File: config.mk
export PLATFORM = sky130hd
export DESIGN_NAME = mmcm_drp_reconfig
export DESIGN_NICKNAME = d
export VERILOG_FILES = /design/src/rtl/mmcm_drp_reconfig.sv
export SDC_FILE = /design/constraint.sdc
export NUM_CORES = 1
export LEC_CHECK = 0
export BUFFER_PORTS_ARGS = -buffer_cell sky130_fd_sc_hd__buf_2
export CAP_MARGIN = 20
export CORE_UTILIZATION = 55
export CTS_BUF_LIST = sky130_fd_sc_hd__clkbuf_8
export CTS_CLUSTER_DIAMETER = 50
export DETAILED_ROUTE_END_ITERATION = 8
export PLACE_DENSITY = 0.92
export REMOVE_ABC_BUFFERS = 1
export SETUP_SLACK_MARGIN = 0.2
export SLEW_MARGIN = 10
export SYNTH_ARGS = -nofsm -noshare
export SYNTH_HDL_FRONTEND = slang
export SYNTH_SLANG_ARGS = --single-unit
File: constraint.sdc
create_clock -name clk -period 3.95 [get_ports clk]
set_input_delay 0.5925 -clock clk [delete_from_list [all_inputs] [get_ports clk]]
set_output_delay 0.5925 -clock clk [all_outputs]
set_load 0.05 [all_outputs]
File: src/rtl/mmcm_drp_reconfig.sv
`default_nettype none
// ============================================================================
// Module      : mmcm_drp_reconfig
// Description : DRP initiator that retunes a running MMCME2_ADV. On start it
//               holds the MMCM in reset, walks a caller-supplied table of
//               (address, keep-mask, data) entries doing one read-modify-write
//               per entry, then releases reset and waits for LOCKED.
// Ports       : clk/rst_n          DRP clock, async active-low reset
//               start              one-cycle request (accepted only when idle)
//               busy/done/error    run status (done pulses, error sticky)
//               tbl_idx            table row being fetched
//               tbl_addr/mask/data table row contents (valid 1 cycle later)
//               drp_*              DRP master side towards the MMCM
//               mmcm_rst           MMCM RST, active high
//               mmcm_locked        MMCM LOCKED, asynchronous to clk
// Revision    : 1.0 - initial release
// ============================================================================
module mmcm_drp_reconfig #(
    parameter int NUM_ENTRIES  = 8,
    parameter int IDX_W        = 3,
    parameter int DRDY_TIMEOUT = 255,
    parameter int LOCK_TIMEOUT = 65535
) (
    input  logic             clk,
    input  logic             rst_n,
    input  logic             start,
    output logic             busy,
    output logic             done,
    output logic             error,
    output logic [IDX_W-1:0] tbl_idx,
    input  logic [6:0]       tbl_addr,
    input  logic [15:0]      tbl_mask,
    input  logic [15:0]      tbl_data,
    output logic [6:0]       drp_daddr,
    output logic [15:0]      drp_di,
    input  logic [15:0]      drp_do,
    output logic             drp_den,
    output logic             drp_dwe,
    input  logic             drp_drdy,
    output logic             mmcm_rst,
    input  logic             mmcm_locked
);

    localparam int TMR_MAX = (DRDY_TIMEOUT > LOCK_TIMEOUT) ? DRDY_TIMEOUT : LOCK_TIMEOUT;
    localparam int TMR_W   = $clog2(TMR_MAX + 1);

    localparam logic [TMR_W-1:0] C_DRDY_TO     = TMR_W'(DRDY_TIMEOUT);
    localparam logic [TMR_W-1:0] C_LOCK_TO     = TMR_W'(LOCK_TIMEOUT);
    // LOCKED can still be high from before the reset pulse took effect;
    // the first few cycles after release are not trusted.
    localparam logic [TMR_W-1:0] C_LOCK_IGNORE = TMR_W'(4);
    localparam logic [IDX_W-1:0] C_LAST_IDX    = IDX_W'(NUM_ENTRIES - 1);

    localparam logic [3:0] S_IDLE      = 4'd0;
    localparam logic [3:0] S_LOAD      = 4'd1;
    localparam logic [3:0] S_RD_REQ    = 4'd2;
    localparam logic [3:0] S_RD_WAIT   = 4'd3;
    localparam logic [3:0] S_WR_REQ    = 4'd4;
    localparam logic [3:0] S_WR_WAIT   = 4'd5;
    localparam logic [3:0] S_NEXT      = 4'd6;
    localparam logic [3:0] S_RELEASE   = 4'd7;
    localparam logic [3:0] S_WAIT_LOCK = 4'd8;
    localparam logic [3:0] S_ERR       = 4'd9;

    logic [3:0]       r_state;
    logic [TMR_W-1:0] r_timer;
    logic [15:0]      r_mask;
    logic [15:0]      r_data;
    logic             r_lock_meta;
    logic             r_locked_s;

    logic [TMR_W-1:0] w_timer_inc;
    logic [15:0]      w_new;

    // Saturating increment: the timer never wraps back to zero.
    assign w_timer_inc = (r_timer == {TMR_W{1'b1}}) ? r_timer : r_timer + 1'b1;
    assign w_new       = (drp_do & r_mask) | (r_data & ~r_mask);

    // Two-flop synchroniser for the asynchronous LOCKED input.
    always_ff @(posedge clk or negedge rst_n) begin
        if (!rst_n) begin
            r_lock_meta <= 1'b0;
            r_locked_s  <= 1'b0;
        end else begin
            r_lock_meta <= mmcm_locked;
            r_locked_s  <= r_lock_meta;
        end
    end

    always_ff @(posedge clk or negedge rst_n) begin
        if (!rst_n) begin
            r_state   <= S_IDLE;
            r_timer   <= '0;
            r_mask    <= '0;
            r_data    <= '0;
            busy      <= 1'b0;
            done      <= 1'b0;
            error     <= 1'b0;
            tbl_idx   <= '0;
            drp_daddr <= '0;
            drp_di    <= '0;
            drp_den   <= 1'b0;
            drp_dwe   <= 1'b0;
            mmcm_rst  <= 1'b0;
        end else begin
            // DEN and done are single-cycle strobes by construction.
            done    <= 1'b0;
            drp_den <= 1'b0;

            case (r_state)
                S_IDLE: begin
                    if (start) begin
                        busy     <= 1'b1;
                        error    <= 1'b0;
                        tbl_idx  <= '0;
                        mmcm_rst <= 1'b1;
                        r_state  <= S_LOAD;
                    end
                end

                S_LOAD: begin
                    // Address goes straight to the DRP bus; DEN rises with
                    // it so the read strobe occupies the RD_REQ cycle.
                    drp_daddr <= tbl_addr;
                    r_mask    <= tbl_mask;
                    r_data    <= tbl_data;
                    drp_dwe   <= 1'b0;
                    drp_den   <= 1'b1;
                    r_state   <= S_RD_REQ;
                end

                S_RD_REQ: begin
                    r_timer <= '0;
                    r_state <= S_RD_WAIT;
                end

                S_RD_WAIT: begin
                    // DRDY is checked first so it wins over a same-cycle timeout.
                    if (drp_drdy) begin
                        drp_di  <= w_new;
                        drp_dwe <= 1'b1;
                        drp_den <= 1'b1;
                        r_state <= S_WR_REQ;
                    end else if (r_timer == C_DRDY_TO) begin
                        mmcm_rst <= 1'b0;
                        error    <= 1'b1;
                        busy     <= 1'b0;
                        r_state  <= S_ERR;
                    end else begin
                        r_timer <= w_timer_inc;
                    end
                end

                S_WR_REQ: begin
                    drp_dwe <= 1'b0;
                    r_timer <= '0;
                    r_state <= S_WR_WAIT;
                end

                S_WR_WAIT: begin
                    if (drp_drdy) begin
                        r_state <= S_NEXT;
                    end else if (r_timer == C_DRDY_TO) begin
                        mmcm_rst <= 1'b0;
                        error    <= 1'b1;
                        busy     <= 1'b0;
                        r_state  <= S_ERR;
                    end else begin
                        r_timer <= w_timer_inc;
                    end
                end

                S_NEXT: begin
                    if (tbl_idx == C_LAST_IDX) begin
                        mmcm_rst <= 1'b0;
                        r_timer  <= '0;
                        r_state  <= S_RELEASE;
                    end else begin
                        tbl_idx <= tbl_idx + 1'b1;
                        r_state <= S_LOAD;
                    end
                end

                S_RELEASE: begin
                    r_timer <= '0;
                    r_state <= S_WAIT_LOCK;
                end

                S_WAIT_LOCK: begin
                    if ((r_timer >= C_LOCK_IGNORE) && r_locked_s) begin
                        done    <= 1'b1;
                        busy    <= 1'b0;
                        r_state <= S_IDLE;
                    end else if (r_timer == C_LOCK_TO) begin
                        mmcm_rst <= 1'b0;
                        error    <= 1'b1;
                        busy     <= 1'b0;
                        r_state  <= S_ERR;
                    end else begin
                        r_timer <= w_timer_inc;
                    end
                end

                S_ERR: begin
                    mmcm_rst <= 1'b0;
                    error    <= 1'b1;
                    busy     <= 1'b0;
                    r_state  <= S_IDLE;
                end

                default: begin
                    r_state <= S_IDLE;
                end
            endcase
        end
    end

endmodule
`default_nettype wire

Word level (Yosys, flattened, before mapping). Index checks and enable logic that the tools add are counted.

Equality and inequality tests: 23. Multiplexer cells: 39. Bitwise logic cells: 4. $add $sub $neg: 2. Reduce and logical (&&, ||, !) cells: 18. Magnitude comparators: 1.

Operators by type and width (number): 16-bit two-way mux (6); 16-bit case mux with 4 select lines (1); 4-bit case mux with 9 select lines (1); 16-bit bitwise AND (2); 4-bit two-way mux (6); 2-bit inequality test, second input constant (9); 16-bit by 1-bit adder with 16-bit output, second input constant (1); 16-bit == test, second input constant (1); 16-bit by 8-bit == test with 1-bit output, second input constant (1); 4-bit by 3-bit == test with 1-bit output, second input constant (4); 16-bit by 3-bit >= comparator with 1-bit output, second input constant (1); 1-bit two-way mux (16); 16-bit inverter (1); 16-bit OR (1); 6-bit AND reduction (2); 3-bit two-way mux (3); 4-bit by 2-bit == test with 1-bit output, second input constant (2); 4-bit == test, second input constant (2); 1-bit case mux with 4 select lines (2); 4-bit nonzero test (2); 7-bit AND reduction (1); 3-bit case mux with 2 select lines (1); 2-bit AND reduction (3); 1-bit case mux with 5 select lines (1); other kinds (14) (17).

Flip-flop bits (word level): 86. Logic and storage cells: 102. Output and inout bits: 32.

Depth between registers and ports, before layout. Gate-level depths: netlist of run 1.

Depth in word-level cells: 5. Gate-level depth with buffers: 8.

Worst setup path before layout of run 1. No wires, ideal clock.

Path kind: flip-flop to flip-flop. Start point: register r_timer[9]. End point: register mmcm_rst. Data arrival time: 2321 ps. Slack: 1509 ps. Period minus slack after synthesis: 2441 ps. Stages on the path, launching flop included: 6. Setup time: 121 ps. Cells stage by stage: dfrtp_1 or4_4 o41ai_2 a21oi_1 or4b_1 a22o_1.

Cells in the longest elaborated chain, start to end: 4. Elaborated cells between the ends (all ways): 8. Classes of those cells: 1 x order compare; 5 x eq/ne; 2 x reduce/logical.

Ends and longest elaborated chain: from (decl) (RTL line 66) `logic [TMR_W-1:0] r_timer;`; from (signal assigned) (RTL line 150) `r_timer <= w_timer_inc;`; from (signal assigned) (RTL line 169) `r_timer <= w_timer_inc;`; from (signal assigned) (RTL line 200) `r_timer <= w_timer_inc;`; 16-bit by 3-bit >= comparator with 1-bit output (RTL line 190) `if ((r_timer >= C_LOCK_IGNORE) && r_locked_s) begin`; 1-bit logical AND (RTL line 190); 2-bit inequality test (no source line); 7-bit AND reduction (no source line) *; to (signal assigned) (RTL line 175) `mmcm_rst <= 1'b0;`; to (signal assigned) (RTL line 195) `mmcm_rst <= 1'b0;`; to (signal assigned) (RTL line 205) `mmcm_rst <= 1'b0;`; to (decl) (RTL line 40) `output logic mmcm_rst,`.

Every way passes the cells marked *; elsewhere a longest branch is shown, timed or not. A chain may end at the register's enable or synchronous reset.

Worst setup path in the final report of run 1.
Start point: register r_timer[8]. End point: register mmcm_rst.

Same word-level chain as after synthesis.

==> metrics.md, run 1 <==
| Metric | Value |
|---|---|
| FF+latch count, synth | `86` |
| Most frequent cells in the layout | `buf_2, dfrtp_1, mux2_2, nand2_1, o21ai_0` |
| Highest routed layer | `met4` |
| Met3 WL | `886 um` |
| Initial Util | `0.572` |
| Sequential Area | `0.00215 sq mm` |
| Inserted Clock Buffers | `9` |
| Largest net degree at the start of global routing | `87` |
| Final non-filler cell area | `0.00487 sq mm` |
| CTS tree | `built` |
| Most common cell after layout, fill and taps aside | `buf_2` |
| Register area share after synthesis | `0.516` |
| Drt drc | `0` |
| Post_cts resized | `0` |
| Min cycle time layout | `2670 ps` |
| Unrepaired setup endpoints after global routing | `no` |
| Final setup TNS | `0 ps` |
| # setup viols final | `0` |
| Pwr Total | `0.00420 W` |
| WL met2 | `4.73 mm` |
| CP peak stage delay | `590 ps` |
| Top_reg_cell synth | `dfrtp_1` |
| Drt total wl | `9.62 mm` |
| Area Growth Syn to Fin | `16.8%` |
| Worst r2r dst | `mmcm_rst` |
| Die area | `0.00793 sq mm` |
| Post-DR vias/cell | `6.04` |
| Max_slew headroom | `0.335` |
| Run status | `finished, final reports clean` |
| Diodes inserted | `0` |
| Startpoint types | `register` |
| Hold Crit Class | `primary input to asynchronous set/reset pin` |
| Worst-path fanout max | `5` |
| Slew Viols, Final | `0` |
| Worst Path Required | `4200 ps` |
| Initial detailed-routing violation count | `318` |
| Critical path, cell by cell | `or4_4 -> o41ai_2 -> a21oi_1 -> or4b_1 -> a22o_1` |
| Achievable Freq | `375 MHz` |
| First-pass GRT wire length | `15.7 mm` |
| # H-tree levels | `3` |
| DP Wirelength | `6.70 mm` |
| DR WL/cell | `17.4 um` |
| Post-route ant nets | `0` |
| CP Capture Type | `register` |
| Cts hold-fix bufs | `0` |
| Max Root-Sink Buffers | `2` |
| CP arrival | `2920 ps` |
| Worst-case reg-to-reg path depth | `5` |
| Post-synth ARST share | `1.00` |
| Worst-margin pin slew | `994 ps` |
| EDFF count, synth | `0` |
| Die width | `89.1 um` |
| Leak | `2.24 nW` |
| Vias in the first global route | `3,289` |
| Initial antenna violation count | `0` |
| Clk Latency, worst-skew pair | `360 ps` |
| Yosys warnings | `0` |
| Final Hold Fails | `0` |
| Post-CTS setup buffer count | `0` |
| Vert. Die Dim | `89.1 um` |
| Cell Area, Synth | `0.00417 sq mm` |
| Final Net Count | `514` |
| Max capacitance violation total | `0` |
| Grt total ovfl | `0` |
| Number of port buffers | `91` |
| Gr usage total | `0.261` |
| VDD IR max | `635 uV` |
| Via count | `3,347` |
| Worst Setup EP | `mmcm_rst` |
| Site row count | `31` |
| Slowest library cell on the worst path | `o41ai_2` |
| R2R Setup Slk | `1280 ps` |
| Routed length on met1 | `3.81 mm` |
| WS Path Type | `register to register` |
| Synthesized area per cell | `11.4 sq um` |
| Count of different cell masters after synthesis | `55` |
| Fillers | `525` |
| Io pins | `92` |
| DRT Pass-1 Iters | `5` |
| Reg2reg start | `r_timer[8]` |
| Multi-input logic area | `0.00188 sq mm` |
| Clock skew | `8.59 ps` |
| Cell count after synthesis | `367` |
| Part of the cycle the worst path needs | `0.675` |
| Core area | `0.00729 sq mm` |
| Worst-path clk slew | `90 ps` |
| Critical Path Source | `r_timer[8]` |
| CTS Sinks | `86` |
| Area post-placement | `0.00467 sq mm` |
| Pwr dens | `862 mW/mm^2` |
| Share of layout cells above drive strength 1 | `0.345` |
| Final GP Congestion | `0.911` |
| Root buf cell | `clkbuf_8` |
## power by group
part	total, W	internal (W)	switching (W)
Clock	0.000555	0.000229	0.000326
Sequential	0.00155	0.00124	0.000308
Combinational	0.00209	0.000771	0.00132
## worst min-delay path by stage
| stage | from | end | slack, ps | cells past startpoint |
|---|---|---|---|---|
| after CTS | mmcm_locked | r_lock_meta | 340 | 1 |
| after global routing | rst_n | tbl_idx[2] | 190 | 1 |
| after floorplan | rst_n | busy | 300 | 0 |
| after detailed placement | r_lock_meta | r_locked_s | 350 | 0 |
| after global placement | r_lock_meta | r_locked_s | 330 | 0 |
| final | rst_n | r_timer[8] | 160 | 1 |
## per-stage QoR
stage,setup slack (ps),std cells,utilization,hold WS (ps)
2_1_floorplan,1510,347,-,297
3_3_place_gp,1410,537,0.640,333
3_5_place_dp,1320,537,0.640,351
4_1_cts,1320,553,0.664,341
5_1_grt,1150,554,0.668,193
6_report,1280,554,0.668,160
## per-layer routing
metal | GRT usage | vias up
met2 | 0.415 | 150
met5 | 0 | -
li1 | - | 1528
met3 | 0.0803 | 23
met1 | 0.343 | 1646
met4 | 0.0924 | 0
## cell type report
type | instances | area share
Clock inverter | 7 | 0.0100
Clock buffer | 9 | 0.0254
Multi-Input combinational cell | 246 | 0.386
Inverter | 15 | 0.0116
Tap cell | 99 | 0.0254
Sequential cell | 86 | 0.442
Timing Repair Buffer | 92 | 0.0997
## sequential cells by signal, indices dropped and copies added, names as in the netlist
name,cells
drp_dwe,1
busy,1
drp_daddr,7
r_lock_meta,1
drp_di,16
r_locked_s,1
r_mask,16
r_data,16
done,1
error,1
r_timer,16
r_state,4
tbl_idx,3
mmcm_rst,1
drp_den,1
## cells by family (layout without fill, tap and decap cells)
family / count (synthesis) / after routing / share of synthesized area
buffers and inverters: 35 / 123 / 0.0336
AND/OR/NAND/NOR: 89 / 89 / 0.121
AO/OA/AOI/OAI: 89 / 89 / 0.152
flip-flops: 86 / 86 / 0.516
XOR/XNOR: 2 / 2 / 0.00420
adder cells (fa/ha/maj): 6 / 6 / 0.0168
multiplexers: 60 / 60 / 0.156
## Yosys cell counts, drive strengths merged (6+ instances only)
master	n	share of area
dfrtp	86	0.52
mux2	40	0.11
o21ai	31	0.037
nand2	29	0.026
mux2i	20	0.048
clkbuf	15	0.014
inv	15	0.014
nor2	11	0.0099
a21oi	10	0.012
nand3	10	0.012
nor4	8	0.019
a41oi	7	0.015
a2bb2oi	6	0.013
nand4	6	0.0090
## worst max-delay path, delay by kind of cell, from the launching register on
family             cells  cell delay, ps
AOI/OAI and AO/OA      3            1020
DFF                    1             440
and+or+nand+nor        2            1110
No activity file was read; power rests on OpenSTA's default activity.
==> inputs of run 2 (changes only) <==
==> constraint.sdc (replaced) <==
create_clock -name clk -period 2.6 [get_ports clk]
set_input_delay 0.39 -clock clk [delete_from_list [all_inputs] [get_ports clk]]
set_output_delay 0.39 -clock clk [all_outputs]
set_load 0.05 [all_outputs]
==> metrics.md, run 2 (same netlist as run 1, synthesis figures left out) <==
| Metric | Value |
|---|---|
| Cts hold-fix bufs | `0 (unchanged)` |
| Critical path, cell by cell | `xnor2_1 -> mux2_2 -> nor2_1 -> a2111oi_1 -> a22o_1` |
| Share of layout cells above drive strength 1 | `0.413 (+0.0677)` |
| Internal | `0.00386 W (+72%)` |
| Worst-path fanout max | `19 (+14)` |
| Run status | `complete, but fails checks` |
| Final std cells w/o fill | `586 (+5.8%)` |
| CTS tree | `built` |
| WS Path Type | `register to register` |
| Worst Path Required | `2880 ps (-1320 ps)` |
| Gate power share | `0.541 (+0.043)` |
| Post-route ant nets | `0 (unchanged)` |
| Core area | `0.00729 sq mm (unchanged)` |
| Worst-path clk slew | `90 ps (about the same)` |
| Slew Viols, Final | `0 (unchanged)` |
| Part of the cycle the worst path needs | `1.02 (+0.344)` |
| Pwr dens | `1410 mW/mm^2 (+63%)` |
| Pwr Total | `0.00738 W (+76%)` |
| Dpl ws | `77.8 ps (-1240 ps)` |
| Most frequent cells in the layout | `buf_2, dfrtp_1, mux2_2, nand2_1, o21ai_0` |
| # setup viols final | `3 (+3)` |
| Initial detailed-routing violation count | `630 (+98%)` |
| Largest net degree at the start of global routing | `55 (-37%)` |
| Buffers & Inverters on Critical Path | `0 (unchanged)` |
| Most common cell after layout, fill and taps aside | `buf_2` |
| DP Wirelength | `7.56 mm (+13%)` |
| CP Capture Type | `register` |
| Diodes inserted | `0 (unchanged)` |
| Max Root-Sink Buffers | `2 (unchanged)` |
| Worst setup margin | `-48.9 ps (-1330 ps)` |
| Max capacitance violation total | `0 (unchanged)` |
| DRT Pass-1 Iters | `6 (+1)` |
| Drt drc | `0 (unchanged)` |
| Sequential power share | `0.324 (-0.046)` |
| Kind of cell adding the most delay to the critical path | `compound AO/OA/AOI/OAI gates` |
| Placed insts | `552 (+2.8%)` |
| Site row count | `31 (unchanged)` |
| Vias in the first global route | `3,850 (+17%)` |
| Initial Util | `0.572 (unchanged)` |
| Root buf cell | `clkbuf_8` |
| First-pass GRT wire length | `19.2 mm (+22%)` |
| Clk Latency, worst-skew pair | `350 ps (about the same)` |
| Slowest library cell on the worst path | `a2111oi_1` |
| Worst-margin pin slew | `1220 ps (+226 ps)` |
| Grt total ovfl | `0 (unchanged)` |
| DR WL/cell | `23.0 um (+32%)` |
| Die width | `89.1 um (unchanged)` |
| Fillers | `468 (-11%)` |
| Clock skew | `12.0 ps (+3.43 ps)` |
| VDD IR max | `893 uV (+41%)` |
| Max_slew headroom | `0.185 (-0.151)` |
| Startpoint types | `register` |
| Achievable Freq | `378 MHz (+0.70%)` |
| Inserted Clock Buffers | `9 (unchanged)` |
| Clk pwr share | `0.134 (+0.002)` |
| Final setup TNS | `-106 ps (-106 ps)` |
| Io pins | `92 (unchanged)` |
| Unrepaired setup endpoints after global routing | `yes` |
| Min cycle time layout | `2650 ps (-18.5 ps)` |
| Final Net Count | `546 (+6.2%)` |
| Via count | `3,931 (+17%)` |
| Drt total wl | `13.5 mm (+40%)` |
| CP peak stage delay | `1070 ps (+480 ps)` |
| Number of port buffers | `91 (unchanged)` |
| Failing checks | `setup timing` |
| Die area | `0.00793 sq mm (unchanged)` |
| Area Growth Syn to Fin | `25.8%` |
| Switching pwr | `0.00351 W (+80%)` |
| Hold_ws | `85.5 ps (-74.5 ps)` |
| Final Hold Fails | `0 (unchanged)` |
| Initial antenna violation count | `0 (unchanged)` |
| CP arrival | `2930 ps (about the same)` |
| Post-DR vias/cell | `6.71 (+11%)` |
| Hold Crit Class | `primary input to asynchronous set/reset pin` |
| Vert. Die Dim | `89.1 um (unchanged)` |
| Final GP Congestion | `0.892 (-2.1%)` |
| Gr usage total | `0.329 (+0.0684)` |
| Leak | `2.43 nW (+8.5%)` |
| Sw Ratio | `0.476 (+0.0108)` |
| # H-tree levels | `3 (unchanged)` |
| CTS Sinks | `86 (unchanged)` |
==> run 2: routing by layer <==
metal,part of all wire,up-vias,track usage
met1,0.35,1875,0.377
li1,-,1585,-
met5,0,-,0
met3,0.11,95,0.103
met4,0.057,0,0.167
met2,0.49,376,0.559
==> run 2: final timing paths <==
path	startpoint	to	slack [ps]	cells past startpoint
hold / removal	rst_n	tbl_idx[0]	90	1
setup / recovery	r_state[2]	mmcm_rst	-50	5
min in group clk	mmcm_locked	r_lock_meta	150	1
setup reg to reg	r_state[2]	mmcm_rst	-50	5
hold reg to reg	r_lock_meta	r_locked_s	390	0
max in group asynchronous	rst_n	r_mask[11]	1890	2
==> run 2: area by class of cell <==
class                      count  area [sq um]  share of cell area
timing repair buffer         124           749               0.143
inverter                      15          56.3              0.0107
tap                           99           124              0.0236
sequential                    86          2150               0.410
multi-input combinational    246          1960               0.373
clock buffer                   9           124              0.0236
clock inverter                 7          81.3              0.0155
==> run 2: repair_timing <==
| action | in CTS | in global routing |
|---|---|---|
| buffers inserted | 7 | 10 |
| gates cloned | 0 | 1 |
| pin swaps | 10 | 6 |
| setup endpoints to repair | 17 | 19 |
| gates resized for setup | 5 | 17 |
| endpoints found under the hold margin | 0 | 0 |
==> run 2: worst register-to-register path, stage by stage, from the launching register on <==
cell       delay [ps]
dfrtp_1           720
xnor2_1           200
mux2_2            210
nor2_1             80
a2111oi_1        1070
a22o_1            300
==> run 2: power by group through the flow <==
stage               Clock (W)  Combinational, W  Sequential [W]
floorplan                   0           0.00168         0.00300
global placement            0           0.00319         0.00228
detailed placement          0           0.00334         0.00235
CTS                  0.000979           0.00353         0.00235
global route          0.00104           0.00416         0.00243
finish               0.000991           0.00399         0.00239
==> run 2: metrics by stage <==
stage	util	instance area, sq um
3_3_place_gp	0.659	4810
5_1_grt	0.719	5250
3_5_place_dp	0.659	4810
2_1_floorplan	-	4090
6_report	0.719	5250
4_1_cts	0.698	5090
